## config.mk

```make
export PLATFORM = sky130hd
export DESIGN_NAME = mips_cpu_control_fsm_flat
export DESIGN_NICKNAME = d
export VERILOG_FILES = /design/src/rtl/mips_cpu_pkg.sv /design/src/rtl/mips_cpu_control_fsm_if.sv /design/src/rtl/mips_cpu_instr_decode.sv /design/src/rtl/mips_cpu_control_fsm.sv /design/src/flat_wrapper.sv
export SDC_FILE = /design/constraint.sdc
export NUM_CORES = 1
export LEC_CHECK = 0
export ABC_AREA = 1
export CAP_MARGIN = 5
export CELL_PAD_IN_SITES_DETAIL_PLACEMENT = 0
export CELL_PAD_IN_SITES_GLOBAL_PLACEMENT = 1
export CORE_ASPECT_RATIO = 0.6
export CORE_MARGIN = 4
export CORE_UTILIZATION = 32
export DETAILED_ROUTE_END_ITERATION = 8
export PLACE_DENSITY_LB_ADDON = 0.12
export SETUP_SLACK_MARGIN = 0.15
export SLEW_MARGIN = 25
export SYNTH_ARGS = -nofsm -noshare
export SYNTH_HDL_FRONTEND = slang
export SYNTH_HIERARCHICAL = 1
export SYNTH_SLANG_ARGS = --single-unit
```

## constraint.sdc

```tcl
create_clock -name clk -period 2.85 [get_ports clk]
set_input_delay 0.57 -clock clk [delete_from_list [all_inputs] [get_ports clk]]
set_output_delay 0.57 -clock clk [all_outputs]
set_load 0.1 [all_outputs]
```

## src/rtl/mips_cpu_pkg.sv

```systemverilog
// Shared types and constants for the multicycle MIPS control path.
package mips_cpu_pkg;

  // Control FSM state register encoding (5 and 7 are unused).
  typedef enum logic [2:0] {
    ST_IDLE   = 3'd0,
    ST_FETCH  = 3'd1,
    ST_DECODE = 3'd2,
    ST_EXEC1  = 3'd3,
    ST_EXEC2  = 3'd4,
    ST_HALT   = 3'd6
  } state_t;

  // Instruction classes produced by the decoder; the FSM sequences on these.
  typedef enum logic [3:0] {
    IC_RTYPE,
    IC_IMM,
    IC_LW,
    IC_SW,
    IC_BEQ,
    IC_BNE,
    IC_J,
    IC_JAL,
    IC_JR,
    IC_JALR,
    IC_BAD
  } iclass_t;

  // Primary opcodes (instruction[31:26]).
  localparam logic [5:0] OP_RTYPE = 6'h00;
  localparam logic [5:0] OP_J     = 6'h02;
  localparam logic [5:0] OP_JAL   = 6'h03;
  localparam logic [5:0] OP_BEQ   = 6'h04;
  localparam logic [5:0] OP_BNE   = 6'h05;
  localparam logic [5:0] OP_ADDIU = 6'h09;
  localparam logic [5:0] OP_SLTI  = 6'h0A;
  localparam logic [5:0] OP_ANDI  = 6'h0C;
  localparam logic [5:0] OP_ORI   = 6'h0D;
  localparam logic [5:0] OP_XORI  = 6'h0E;
  localparam logic [5:0] OP_LW    = 6'h23;
  localparam logic [5:0] OP_SW    = 6'h2B;

  // R-type function codes (instruction[5:0]).
  localparam logic [5:0] FN_JR     = 6'h08;
  localparam logic [5:0] FN_JALR   = 6'h09;
  localparam logic [5:0] FN_ALU_LO = 6'h20;
  localparam logic [5:0] FN_ALU_HI = 6'h2B;

  // ALU operation classes.
  localparam logic [3:0] ALUOP_ADD   = 4'd0;
  localparam logic [3:0] ALUOP_SUB   = 4'd1;
  localparam logic [3:0] ALUOP_FUNCT = 4'd2;
  localparam logic [3:0] ALUOP_IMM   = 4'd3;

  // PC source mux selects.
  localparam logic [1:0] PCSRC_ALU    = 2'd0;
  localparam logic [1:0] PCSRC_ALUOUT = 2'd1;
  localparam logic [1:0] PCSRC_JUMP   = 2'd2;
  localparam logic [1:0] PCSRC_REGA   = 2'd3;

  // ALU operand B mux selects.
  localparam logic [1:0] SRCB_B     = 2'd0;
  localparam logic [1:0] SRCB_FOUR  = 2'd1;
  localparam logic [1:0] SRCB_IMM   = 2'd2;
  localparam logic [1:0] SRCB_IMMSH = 2'd3;

  // Register-file destination selects.
  localparam logic [1:0] REGDST_RT = 2'd0;
  localparam logic [1:0] REGDST_RD = 2'd1;
  localparam logic [1:0] REGDST_RA = 2'd2;

  // States that issue a bus access and can therefore be stretched by waitrequest.
  function automatic logic is_mem_state(state_t s, iclass_t c);
    return (s == ST_FETCH) ||
           (s == ST_EXEC1 && c == IC_LW) ||
           (s == ST_EXEC2 && c == IC_SW);
  endfunction

endpackage

```

## src/rtl/mips_cpu_control_fsm_if.sv

```systemverilog
// Memory bus handshake between the control FSM (master) and the bus.
interface mips_cpu_control_fsm_if;
  logic memread;
  logic memwrite;
  logic mem_waitrequest;

  modport master (output memread, output memwrite, input mem_waitrequest);
  modport slave  (input memread, input memwrite, output mem_waitrequest);
endinterface

```

## src/rtl/mips_cpu_instr_decode.sv

```systemverilog
// Maps opcode/fncode to an instruction class; disabled groups decode as IC_BAD.
module mips_cpu_instr_decode
  import mips_cpu_pkg::*;
#(
  parameter int ENABLE_IMM  = 1,
  parameter int ENABLE_JUMP = 1
) (
  input  logic [5:0] opcode,
  input  logic [5:0] fncode,
  output iclass_t    iclass,
  output logic       supported
);

  // Pure lookup; anything not listed is unsupported.
  always_comb begin
    iclass = IC_BAD;
    case (opcode)
      OP_RTYPE: begin
        if (fncode >= FN_ALU_LO && fncode <= FN_ALU_HI) iclass = IC_RTYPE;
        else if (fncode == FN_JR)                      iclass = IC_JR;
        else if (fncode == FN_JALR)                    iclass = IC_JALR;
      end
      OP_ADDIU, OP_SLTI, OP_ANDI, OP_ORI, OP_XORI: begin
        if (ENABLE_IMM != 0) iclass = IC_IMM;
      end
      OP_LW:  iclass = IC_LW;
      OP_SW:  iclass = IC_SW;
      OP_BEQ: iclass = IC_BEQ;
      OP_BNE: iclass = IC_BNE;
      OP_J: begin
        if (ENABLE_JUMP != 0) iclass = IC_J;
      end
      OP_JAL: begin
        if (ENABLE_JUMP != 0) iclass = IC_JAL;
      end
      default: iclass = IC_BAD;
    endcase
  end

  assign supported = (iclass != IC_BAD);

endmodule

```

## src/rtl/mips_cpu_control_fsm.sv

```systemverilog
// Multicycle control unit: FETCH/DECODE/EXEC1/EXEC2 sequencing, datapath
// strobes, waitrequest stretching with timeout, and halt/fault handling.
module mips_cpu_control_fsm
  import mips_cpu_pkg::*;
#(
  parameter int MEM_WAIT_MAX = 15,
  parameter int ENABLE_IMM   = 1,
  parameter int ENABLE_JUMP  = 1
) (
  input  logic                   clk,
  input  logic                   rst_n,
  input  logic [5:0]             opcode,
  input  logic [5:0]             fncode,
  input  logic                   jump_target_zero,
  mips_cpu_control_fsm_if.master mem,
  output logic [2:0]             state,
  output logic [1:0]             regdst,
  output logic                   regwrite,
  output logic                   iord,
  output logic                   irwrite,
  output logic                   pcwrite,
  output logic                   pcwritecond,
  output logic                   pcwritecond_ne,
  output logic [1:0]             pcsource,
  output logic                   memtoreg,
  output logic [3:0]             aluop,
  output logic                   alusrca,
  output logic [1:0]             alusrcb,
  output logic                   active,
  output logic                   fault
);

  localparam logic [7:0] WAIT_MAX_C = 8'(MEM_WAIT_MAX);

  state_t     state_reg, state_next;
  logic [7:0] wait_cnt_reg, wait_cnt_next;
  logic       fault_reg, fault_next;
  iclass_t    iclass;
  logic       supported;
  logic       wait_req;
  logic       mem_state;
  logic       timeout;
  logic       memread_c, memwrite_c;

  mips_cpu_instr_decode #(
    .ENABLE_IMM  (ENABLE_IMM),
    .ENABLE_JUMP (ENABLE_JUMP)
  ) u_decode (
    .opcode    (opcode),
    .fncode    (fncode),
    .iclass    (iclass),
    .supported (supported)
  );

  assign wait_req  = mem.mem_waitrequest;
  assign mem_state = is_mem_state(state_reg, iclass);
  // Held long enough: this cycle aborts the access and goes to HALT.
  assign timeout   = mem_state && (wait_cnt_reg == WAIT_MAX_C);

  // Next-state, fault and strobe decode from state plus instruction class.
  always_comb begin
    state_next     = state_reg;
    fault_next     = fault_reg;
    regdst         = REGDST_RT;
    regwrite       = 1'b0;
    iord           = 1'b0;
    irwrite        = 1'b0;
    pcwrite        = 1'b0;
    pcwritecond    = 1'b0;
    pcwritecond_ne = 1'b0;
    pcsource       = PCSRC_ALU;
    memread_c      = 1'b0;
    memwrite_c     = 1'b0;
    memtoreg       = 1'b0;
    aluop          = ALUOP_ADD;
    alusrca        = 1'b0;
    alusrcb        = SRCB_B;

    case (state_reg)
      ST_IDLE: state_next = ST_FETCH;

      ST_FETCH: begin
        if (timeout) begin
          state_next = ST_HALT;
          fault_next = 1'b1;
        end else begin
          memread_c = 1'b1;
          alusrcb   = SRCB_FOUR;
          irwrite   = !wait_req;
          pcwrite   = !wait_req;
          if (!wait_req) state_next = ST_DECODE;
        end
      end

      ST_DECODE: begin
        // Branch target is precomputed here whatever the instruction.
        alusrcb = SRCB_IMMSH;
        if (!supported) begin
          state_next = ST_HALT;
          fault_next = 1'b1;
        end else begin
          state_next = ST_EXEC1;
        end
      end

      ST_EXEC1: begin
        case (iclass)
          IC_RTYPE: begin
            alusrca    = 1'b1;
            aluop      = ALUOP_FUNCT;
            state_next = ST_EXEC2;
          end
          IC_IMM: begin
            alusrca    = 1'b1;
            alusrcb    = SRCB_IMM;
            aluop      = ALUOP_IMM;
            state_next = ST_EXEC2;
          end
          IC_LW: begin
            if (timeout) begin
              state_next = ST_HALT;
              fault_next = 1'b1;
            end else begin
              iord      = 1'b1;
              memread_c = 1'b1;
              alusrca   = 1'b1;
              alusrcb   = SRCB_IMM;
              if (!wait_req) state_next = ST_EXEC2;
            end
          end
          IC_SW: begin
            alusrca    = 1'b1;
            alusrcb    = SRCB_IMM;
            state_next = ST_EXEC2;
          end
          IC_BEQ, IC_BNE: begin
            alusrca        = 1'b1;
            aluop          = ALUOP_SUB;
            pcsource       = PCSRC_ALUOUT;
            pcwritecond    = (iclass == IC_BEQ);
            pcwritecond_ne = (iclass == IC_BNE);
            state_next     = ST_FETCH;
          end
          IC_J, IC_JAL: begin
            pcwrite    = 1'b1;
            pcsource   = PCSRC_JUMP;
            if (iclass == IC_JAL) begin
              regdst   = REGDST_RA;
              regwrite = 1'b1;
            end
            state_next = ST_FETCH;
          end
          IC_JR: state_next = ST_EXEC2;
          IC_JALR: begin
            regdst     = REGDST_RD;
            regwrite   = 1'b1;
            state_next = ST_EXEC2;
          end
          default: begin
            // IR changed under us; nothing sensible to execute.
            state_next = ST_HALT;
            fault_next = 1'b1;
          end
        endcase
      end

      ST_EXEC2: begin
        case (iclass)
          IC_RTYPE: begin
            regdst     = REGDST_RD;
            regwrite   = 1'b1;
            state_next = ST_FETCH;
          end
          IC_IMM: begin
            regwrite   = 1'b1;
            state_next = ST_FETCH;
          end
          IC_LW: begin
            memtoreg   = 1'b1;
            regwrite   = 1'b1;
            state_next = ST_FETCH;
          end
          IC_SW: begin
            if (timeout) begin
              state_next = ST_HALT;
              fault_next = 1'b1;
            end else begin
              iord       = 1'b1;
              memwrite_c = 1'b1;
              if (!wait_req) state_next = ST_FETCH;
            end
          end
          IC_JR, IC_JALR: begin
            // A jump to address zero is the program's clean exit.
            pcwrite    = 1'b1;
            pcsource   = PCSRC_REGA;
            state_next = jump_target_zero ? ST_HALT : ST_FETCH;
          end
          default: begin
            state_next = ST_HALT;
            fault_next = 1'b1;
          end
        endcase
      end

      ST_HALT: state_next = ST_HALT;

      default: begin
        state_next = ST_HALT;
        fault_next = 1'b1;
      end
    endcase

    // Count cycles a bus access is stretched; any state change restarts it.
    if (state_next != state_reg)        wait_cnt_next = 8'd0;
    else if (mem_state && wait_req)     wait_cnt_next = wait_cnt_reg + 8'd1;
    else                                wait_cnt_next = wait_cnt_reg;
  end

  // State, wait counter and sticky fault registers.
  always_ff @(posedge clk or negedge rst_n) begin
    if (!rst_n) begin
      state_reg    <= ST_IDLE;
      wait_cnt_reg <= 8'd0;
      fault_reg    <= 1'b0;
    end else begin
      state_reg    <= state_next;
      wait_cnt_reg <= wait_cnt_next;
      fault_reg    <= fault_next;
    end
  end

  assign state        = state_reg;
  assign fault        = fault_reg;
  assign active       = (state_reg != ST_IDLE) && (state_reg != ST_HALT);
  assign mem.memread  = memread_c;
  assign mem.memwrite = memwrite_c;

endmodule

```

## src/flat_wrapper.sv

```systemverilog
// flat-port wrapper written by rule: the top's interface ports become plain ports
module mips_cpu_control_fsm_flat import mips_cpu_pkg::*;
#(
  parameter int MEM_WAIT_MAX = 15,
  parameter int ENABLE_IMM   = 1,
  parameter int ENABLE_JUMP  = 1
)
  (clk, rst_n, opcode, fncode, jump_target_zero, state, regdst, regwrite, iord, irwrite, pcwrite, pcwritecond, pcwritecond_ne, pcsource, memtoreg, aluop, alusrca, alusrcb, active, fault, mem_memread, mem_memwrite, mem_mem_waitrequest);
  mips_cpu_control_fsm_if mem_i ();
  input  logic clk;
  input  logic rst_n;
  input  logic [5:0] opcode;
  input  logic [5:0] fncode;
  input  logic jump_target_zero;
  output logic [2:0] state;
  output logic [1:0] regdst;
  output logic regwrite;
  output logic iord;
  output logic irwrite;
  output logic pcwrite;
  output logic pcwritecond;
  output logic pcwritecond_ne;
  output logic [1:0] pcsource;
  output logic memtoreg;
  output logic [3:0] aluop;
  output logic alusrca;
  output logic [1:0] alusrcb;
  output logic active;
  output logic fault;
  output wire logic [$bits(mem_i.memread)-1:0] mem_memread;
  output wire logic [$bits(mem_i.memwrite)-1:0] mem_memwrite;
  input wire logic [$bits(mem_i.mem_waitrequest)-1:0] mem_mem_waitrequest;
  assign mem_memread = mem_i.memread;
  assign mem_memwrite = mem_i.memwrite;
  assign mem_i.mem_waitrequest = mem_mem_waitrequest;
  mips_cpu_control_fsm #(.MEM_WAIT_MAX(MEM_WAIT_MAX), .ENABLE_IMM(ENABLE_IMM), .ENABLE_JUMP(ENABLE_JUMP)) u_core (.clk(clk), .rst_n(rst_n), .opcode(opcode), .fncode(fncode), .jump_target_zero(jump_target_zero), .mem(mem_i), .state(state), .regdst(regdst), .regwrite(regwrite), .iord(iord), .irwrite(irwrite), .pcwrite(pcwrite), .pcwritecond(pcwritecond), .pcwritecond_ne(pcwritecond_ne), .pcsource(pcsource), .memtoreg(memtoreg), .aluop(aluop), .alusrca(alusrca), .alusrcb(alusrcb), .active(active), .fault(fault));
endmodule
```

# Word level (Yosys, flattened, before mapping)
# Cells that the tools add are included.
word_totals:
  word_cells: 126
  ff_bits: 12
op_classes:
  add_sub_neg: 1
  n_reduce_logical: 27
  order_cmp: 2
  n_mux: 58
  n_eq_ne: 34
  bitwise: 1
ops:
  columns: ["cell", "count"]
  rows:
  - ["$eq 6x4->1 const B", 7]
  - ["$pmux 4 s8", 1]
  - ["$mux 3", 8]
  - ["$mux 1", 21]
  - ["$pmux 2 s2", 5]
  - ["$reduce_or 5->1", 4]
  - ["$pmux 3 s3", 2]
  - ["$eq 4x3->1 const B", 4]
  - ["$mux 8", 2]
  - ["$pmux 3 s5", 1]
  - ["$pmux 1 s2", 7]
  - ["$eq 6x2->1 const B", 2]
  - ["$eq 6x3->1 const B", 2]
  - ["$eq 6x6->1 const B", 2]
  - ["$pmux 2 s3", 2]
  - ["$mux 2", 5]
  - ["$reduce_or 2->1", 5]
  - ["$reduce_or 9->1", 1]
  - ["$add 8x1->8 const B", 1]
  - ["$eq 4x2->1 const B", 2]
  - ["$eq 4x4->1 const B", 2]
  - ["$eq 8x4->1 const B", 1]
  - ["$mux 4", 2]
  - ["$eq 3x2->1 const B", 2]
  - ["23 further kinds", 32]

# Logic depth before layout (Yosys ltp)
# Gate-level depths: netlist of run 1.
logic_depth:
  ltp_word: 15
  ltp_mapped: 22
  depth_no_buf: 22

# Cells and area by module
# The synthesis of run 1 kept the hierarchy.
by_module_without_submodules:
  columns: ["mod", "cells_per_inst", "seq_area_each_um2", "instances", "area_each_um2"]
  rows:
  - ["mips_cpu_control_fsm", 195, 300.3, 1, 1234.9]
  - ["mips_cpu_instr_decode", 43, 0.0, 1, 219.0]

# Worst setup path before layout of run 1
# OpenSTA, ideal clock, no wires.
synth_timing:
  path_type: "input to output"
  from: "input opcode[5]"
  to: "output regdst[0]"
  setup_slack_ns: -2.150
  cell_stages: 8
  path_buffers: 0
  t_arrival_ns: 4.430
  cell_sequence: "nor2_4 -> nand3_1 -> and2_0 -> nand2_1 -> nand2_2 -> inv_1 -> nand2_2 -> o41ai_1"
synth_between:
  elab_chain_len: 7
synth_lines:
  columns: ["item", "line_no", "rtl"]
  rows:
  - ["start, declared", "flat_wrapper.sv:12", "input logic [5:0] opcode;"]
  - ["$eq 6x4->1", "mips_cpu_instr_decode.sv:17", "case (opcode)"]
  - ["$reduce_or 5->1", "mips_cpu_instr_decode.sv:17", null]
  - ["$pmux 4 s8 *", "mips_cpu_instr_decode.sv:17", null]
  - ["via u_core.iclass[3]", "mips_cpu_control_fsm.sv:38", "iclass_t iclass;"]
  - ["$eq 4x3->1", "mips_cpu_control_fsm.sv:107", "case (iclass)"]
  - ["$reduce_or 2->1", null, null]
  - ["$pmux 2 s2", "mips_cpu_control_fsm.sv:107", null]
  - ["$pmux 2 s2 *", "mips_cpu_control_fsm.sv:79", "case (state_reg)"]
  - ["end, declared", "flat_wrapper.sv:16", "output logic [1:0] regdst;"]
# Mark *: on every way through the listed nets, which the timed path passes. The rest lies on a longest branch.

# Final worst setup path of run 1
layout_timing:
  from: "input opcode[2]"
  to: "output regwrite"
layout_between:
  elab_chain_len: 7
layout_lines:
  columns: ["item", "line_no", "rtl"]
  rows:
  - ["$eq 6x4->1", "mips_cpu_instr_decode.sv:17", null]
  - ["$reduce_or 5->1", "mips_cpu_instr_decode.sv:17", null]
  - ["$pmux 4 s8 *", "mips_cpu_instr_decode.sv:17", null]
  - ["via u_core.iclass[1]", "mips_cpu_control_fsm.sv:38", null]
  - ["$eq 4x3->1, or another cell as far along", "mips_cpu_control_fsm.sv:107, mips_cpu_control_fsm.sv:147", null]
  - ["$mux 1, or another cell as far along", "mips_cpu_control_fsm.sv:147", "if (iclass == IC_JAL) begin"]
  - ["$pmux 1 s2 or $mux 1 (tied branches)", "mips_cpu_control_fsm.sv:107, mips_cpu_control_fsm.sv:168", null]
  - ["$pmux 1 s2 *", "mips_cpu_control_fsm.sv:79", null]
  - ["end, declared", "flat_wrapper.sv:17", "output logic regwrite;"]
# Marked as above.

==> results of run 1 <==
## area by class of cell
class,instances,area [um2],share of cell area
clock buffer,4,45.04,0.01480
multi-input combinational,189,1324,0.4349
sequential,12,304.0,0.09988
tap,60,75.07,0.02466
timing repair buffer,108,1164,0.3822
inverter,33,132.6,0.04357
## worst max-delay path, cell delays in order
cell and delay [ns]:
buf_2 0.13, nor2_4 0.13, buf_6 0.11, nand3_1 0.05
nand2_1 0.09, nor2_2 0.04, inv_1 0.06, nand2_2 0.09
buf_6 0.14, buf_6 0.10, buf_6 0.11, buf_12 0.14
nand2_8 0.06, nor2_4 0.03, or3b_4 0.40, buf_12 0.18
## where the power goes
part	internal (uW)	switching, uW
sequential	184	36.8
clock	98.4	60.8
combinational	280	596
## through the flow
| stage | setup TNS (ns) | hold WS, ns |
|---|---|---|
| floorplan | -0.9512 | 0.2744 |
| global placement | -6.235 | 0.4824 |
| detailed placement | -6.633 | 0.4709 |
| CTS | -0.1776 | 0.4819 |
| global route | -2.536 | 0.5043 |
| finish | -0.8612 | 0.4834 |
## layer usage
layer  wire (um)  GRT usage  share of wire
met3         200    0.03648          0.037
met4           0    0.01437              0
met5           0          0              0
met1        2772     0.2887           0.51
met2        2466     0.2976           0.45
## repair_timing
action | in CTS | in global routing
resized for setup | 75 | 53
gates cloned | 0 | 0
setup buffers | 22 | 9
endpoints found under the hold margin | 0 | 0
pin swaps | 31 | 41
endpoints found under the setup margin | 23 | 24
## worst paths after layout
| check | start | endpoint | slack, ns | depth (start not counted) |
|---|---|---|---|---|
| worst min-delay path | u_core/fault | u_core/fault | 0.48 | 1 |
| max in group asynchronous | rst_n | u_core/state[0] | 1.75 | 1 |
| worst max-delay path | opcode[2] | regwrite | -0.16 | 16 |
| worst min register to register | u_core/fault | u_core/fault | 0.48 | 1 |
| min in group asynchronous | rst_n | u_core/wait_cnt_reg[2] | 0.70 | 1 |
| worst max register to register | u_core/state[1] | u_core/wait_cnt_reg[5] | 0.42 | 19 |
## Yosys cell counts, drive strengths merged
cell / number
a21oi: 3
a31o: 1
and2: 2
buf: 4
clkbuf: 1
clkinv: 1
conb: 1
dfrtp: 12
ha: 1
inv: 32
nand2: 78
nand3: 17
nand3b: 1
nand4: 4
nor2: 55
nor3: 4
nor3b: 2
o211ai: 3
o21ai: 4
o22ai: 2
o41ai: 1
or2: 1
or3b: 1
xnor2: 1
xor2: 6
## cells by family after synthesis
logic type                 after synthesis  share of synthesized area
AOI/OAI and AO/OA                       14                    0.06024
adders and majority gates                1                   0.008604
and+or+nand+nor                        165                     0.5620
other                                    1                   0.002579
xor gates and xnor gates                 7                    0.04217
DFF                                     12                     0.2065
buffers and inverters                   38                     0.1179
==> summary.md, run 1 <==
| Metric | Value |
|---|---|
| Violated checks | `setup timing` |
| Final std cells w/o fill | `406` |
| Leakage | `0.001467 uW` |
| Peak Freq | `332.6 MHz` |
| Status | `finished with violations` |
| Synth Warn # | `6` |
| Most common cell after layout, fill and taps aside | `buf_4` |
| CTS max path bufs | `2` |
| Slew headroom | `0.6220` |
| Placed inst area | `2472 um2` |
| CP Data Arrival Time | `2.44 ns` |
| Die area | `5721 um2` |
| Antenna violations before repair | `0` |
| Core area | `4234 um2` |
| Startpoint types | `input port` |
| # setup viols final | `9` |
| Max Slew Vio Count | `0` |
| Io pins | `41` |
| Avg Inst Size Synth | `6.109 um2` |
| Final worst setup slack | `-0.1567 ns` |
| Clock latency on the worst-skew pair | `0.24 ns` |
| Overall Power | `1257 uW` |
| PwrDens | `412.9 nW/um2` |
| Flops & latches, synth | `12` |
| Pin count of the biggest net entering global routing | `13` |
| Row count | `18` |
| Fin crit share | `1.055` |
| Per-cell routed wire length | `13.40 um` |
| Total instance count after detailed placement | `371` |
| Root buffer cell | `clkbuf_8` |
| Chip width | `95.02 um` |
| Netlist cell types | `34` |
| CTS Buf Count | `3` |
| Port buffer count | `38` |
| Most frequent cells in the layout | `buf_4 (50), nand2_1 (44), buf_6 (28), nand2_2 (24), nor2_4 (23)` |
| Core Util, Final | `0.7190` |
| DR vias | `1860` |
| Share of post-route cells with drive strength above 1 | `0.6069` |
| Post-Syn Area | `1454 um2` |
| Dpl hpwl | `4.026 mm` |
| Final hold vios | `0` |
| Area Growth Syn to Fin | `109.4%` |
| Residual DRC | `0` |
| RSZ-0062 raised after global routing | `true` |
| Critical path type | `in2out` |
| Skew final | `0.003655 ns` |
| Hold_buf cts | `0` |
| Design area | `3044 um2` |
| Clock sinks | `12` |
| Worst vdd ir | `619.0 uV` |
| Vias/cell | `4.581` |
| Vias in the first global route | `1765` |
| Initial Util | `0.3434` |
| Seq/Total Area, Yosys | `0.2065` |
| DRT Pass-1 Iters | `4` |
| Yosys top cell area share | `0.2065` |
| Die Y | `60.21 um` |
| Synth area leaders | `dfrtp_1 (21%), nand2_1 (16%), nor2_1 (8.3%), nor2_2 (7.7%), inv_1 (6.5%)` |
| Max reg flops | `8` |
| Final global-route overflow total | `0` |
| Starting DRT DRC Count | `103` |
| Min-Delay Path Class | `reg2reg` |
| GRT Util Overall | `0.1928` |
| First-pass GRT wire length | `8.500 mm` |
| ANT cells | `0` |
| Fill cells | `328` |
| Crit path max fanout | `6` |
| Mapped Cells | `238` |
| Req. time, crit path | `2.28 ns` |
| Routed Antenna Nets | `0` |
| DRT Wirelength | `5.439 mm` |
| Total Nets Final | `364` |
| CTS tree | `done` |
| Critical path capture point type | `primary output` |
| MaxCap Viol Count | `0` |
| Worst Tran Pin Value | `0.5652 ns` |
| Place WS | `-0.5012 ns` |
| Clock transition at path regs | `0.05 ns` |
| GP Congestion | `0.8098` |
| Tmin final | `3.007 ns` |
| Synth area leader | `dfrtp_1` |
| H-tree depth | `1` |
(Power assumes the default switching activity.)
==> run 2: changes to the inputs <==
--- a/config.mk
+++ b/config.mk
@@ -13,6 +13,7 @@
 export CORE_MARGIN = 4
 export CORE_UTILIZATION = 32
 export DETAILED_ROUTE_END_ITERATION = 8
+export MAX_ROUTING_LAYER = met4
 export PLACE_DENSITY_LB_ADDON = 0.12
 export SETUP_SLACK_MARGIN = 0.15
 export SLEW_MARGIN = 25
==> summary.md, run 2 (synthesized netlist as in run 1, its figures left out) <==
| Metric | Value |
|---|---|
| Status | `finished with violations` |
| Violated checks | `setup timing` |
| Placed inst area | `2472 um2` |
| Critical path capture point type | `primary output` |
| Sw Pwr | `693.7 uW` |
| Starting DRT DRC Count | `103` |
| Clock latency on the worst-skew pair | `0.24 ns` |
| Leakage | `0.001467 uW` |
| Top cell by count, worst path | `buf_6` |
| Max reg flops | `8` |
| Vias in the first global route | `1766` |
| Initial Util | `0.3434` |
| Vias/cell | `4.584` |
| Crit path max fanout | `6` |
| Critical path type | `in2out` |
| Req. time, crit path | `2.28 ns` |
| Pin count of the biggest net entering global routing | `13` |
| DRT Wirelength | `5.442 mm` |
| Final hold vios | `0` |
| Core area | `4234 um2` |
| Clock share of power | `0.127` |
| Critical Path Slowest Stage Cell | `or3b_4` |
| CTS max path bufs | `2` |
| PwrDens | `412.9 nW/um2` |
| Worst path bufs/invs | `8` |
| DR vias | `1861` |
| Final global-route overflow total | `0` |
| Startpoint types | `input port` |
| Tmin final | `3.007 ns` |
| RSZ-0062 raised after global routing | `true` |
| Design area | `3044 um2` |
| Internal power | `563.3 uW` |
| Die area | `5721 um2` |
| Most common cell after layout, fill and taps aside | `buf_4` |
| Max incr delay on CP | `0.40 ns` |
| Cell family with most CP delay | `buffers and inverters` |
| Skew final | `0.003713 ns` |
| GRT Util Overall | `0.1986` |
| Combinational power share | `0.697` |
| Most frequent cells in the layout | `buf_4 (50), nand2_1 (44), buf_6 (28), nand2_2 (24), nor2_4 (23)` |
| Final worst setup slack | `-0.1569 ns` |
| Fin crit share | `1.055` |
| Max Slew Vio Count | `0` |
| Worst vdd ir | `619.0 uV` |
| Switching power share of the total | `0.5519` |
| Port buffer count | `38` |
| Clock transition at path regs | `0.05 ns` |
| Share of post-route cells with drive strength above 1 | `0.6069` |
| ANT cells | `0` |
| Area Growth Syn to Fin | `109.4%` |
| Die Y | `60.21 um` |
| Row count | `18` |
| Slew headroom | `0.6217` |
| Core Util, Final | `0.7190` |
| Residual DRC | `0` |
| Sequential Power Share | `0.176` |
| Clock sinks | `12` |
| # setup viols final | `9` |
| MaxCap Viol Count | `0` |
| Root buffer cell | `clkbuf_8` |
| GP Congestion | `0.8217` |
| Total Nets Final | `364` |
| Io pins | `41` |
| DRT Pass-1 Iters | `4` |
| CTS tree | `done` |
| Worst Tran Pin Value | `0.5657 ns` |
| Per-cell routed wire length | `13.40 um` |
| Antenna violations before repair | `0` |
| CTS Buf Count | `3` |
| Routed Antenna Nets | `0` |
| H-tree depth | `1` |
| Min-Delay Path Class | `reg2reg` |
| Chip width | `95.02 um` |
| Dpl hpwl | `4.026 mm` |
| Peak Freq | `332.6 MHz` |
| First-pass GRT wire length | `8.500 mm` |
| Critical path cell sequence | `buf_2, nor2_4, buf_6, nand3_1, nand2_1, nor2_2, inv_1, nand2_2, buf_6, buf_6, buf_6, buf_12, nand2_8, nor2_4, or3b_4, buf_12` |
| CP Data Arrival Time | `2.44 ns` |
[run 2: cell counts in the layout (fill, tap and decap cells not counted)]
No cell type changed its count.
[run 2: path summary, 6_finish.rpt]
kind | startpoint | endpoint | slack (ns) | cells past startpoint
setup / recovery | opcode[2] | regwrite | -0.16 | 16
hold / removal | u_core/fault | u_core/fault | 0.48 | 1
setup reg to reg | u_core/state[1] | u_core/wait_cnt_reg[5] | 0.42 | 19
hold reg to reg | u_core/fault | u_core/fault | 0.48 | 1
max in group asynchronous | rst_n | u_core/state[0] | 1.75 | 1
min in group asynchronous | rst_n | u_core/wait_cnt_reg[2] | 0.70 | 1
[run 2: what timing repair did]
item	4_1_cts	5_1_grt
setup endpoints to repair	23	24
hold buffers	0	0
pin swaps	31	41
gates resized for setup	75	53
setup buffers	22	9
[run 2: routing by layer]
metal	global-route usage	wire, um
met4	0.01437	0
met5	-	0
met3	0.03522	193
met2	0.2976	2465
met1	0.2895	2783
[run 2: power groups by stage]
| stage | combinational, uW | clock [uW] | sequential, uW |
|---|---|---|---|
| final | 877 | 159 | 221 |
| after global placement | 757 | 0 | 224 |
| after CTS | 808 | 162 | 220 |
| after global routing | 938 | 176 | 224 |
| after floorplan | 509 | 0 | 274 |
| after detailed placement | 762 | 0 | 223 |
[run 2: layout make-up]
| cell class | count | area, um2 |
|---|---|---|
| multi-input combinational | 189 | 1324 |
| fill | 328 | 1190 |
| timing repair buffer | 108 | 1164 |
| sequential | 12 | 304.0 |
| inverter | 33 | 132.6 |
| tap | 60 | 75.07 |
| clock buffer | 4 | 45.04 |
[run 2: worst reg2reg max path: stages (launching register included)]
cell and delay (ns):
dfrtp_2 0.49, nor2_4 0.15, nand2_2 0.15, inv_2 0.15
nand2_2 0.08, nand2_2 0.10, nand2_2 0.07, buf_6 0.12
buf_6 0.10, buf_6 0.10, buf_6 0.10, buf_6 0.10
buf_6 0.10, nand2_2 0.05, nand2_2 0.07, nand2_2 0.07
nand2_2 0.05, nand2_2 0.09, nand2_4 0.11, nor2_2 0.12
[run 2: per-stage QoR]
stage | cells | hold WS (ns) | setup WS, ns | setup TNS (ns) | power [uW]
after detailed placement | 371 | 0.4709 | -0.5012 | -6.633 | 984.7
after CTS | 397 | 0.4819 | -0.06923 | -0.1776 | 1190
final | 406 | 0.4832 | -0.1569 | -0.8603 | 1257
after global routing | 406 | 0.5043 | -0.2301 | -2.536 | 1338
after global placement | 371 | 0.4824 | -0.4798 | -6.235 | 980.7
after floorplan | 239 | 0.2744 | -0.1718 | -0.9512 | 782.6
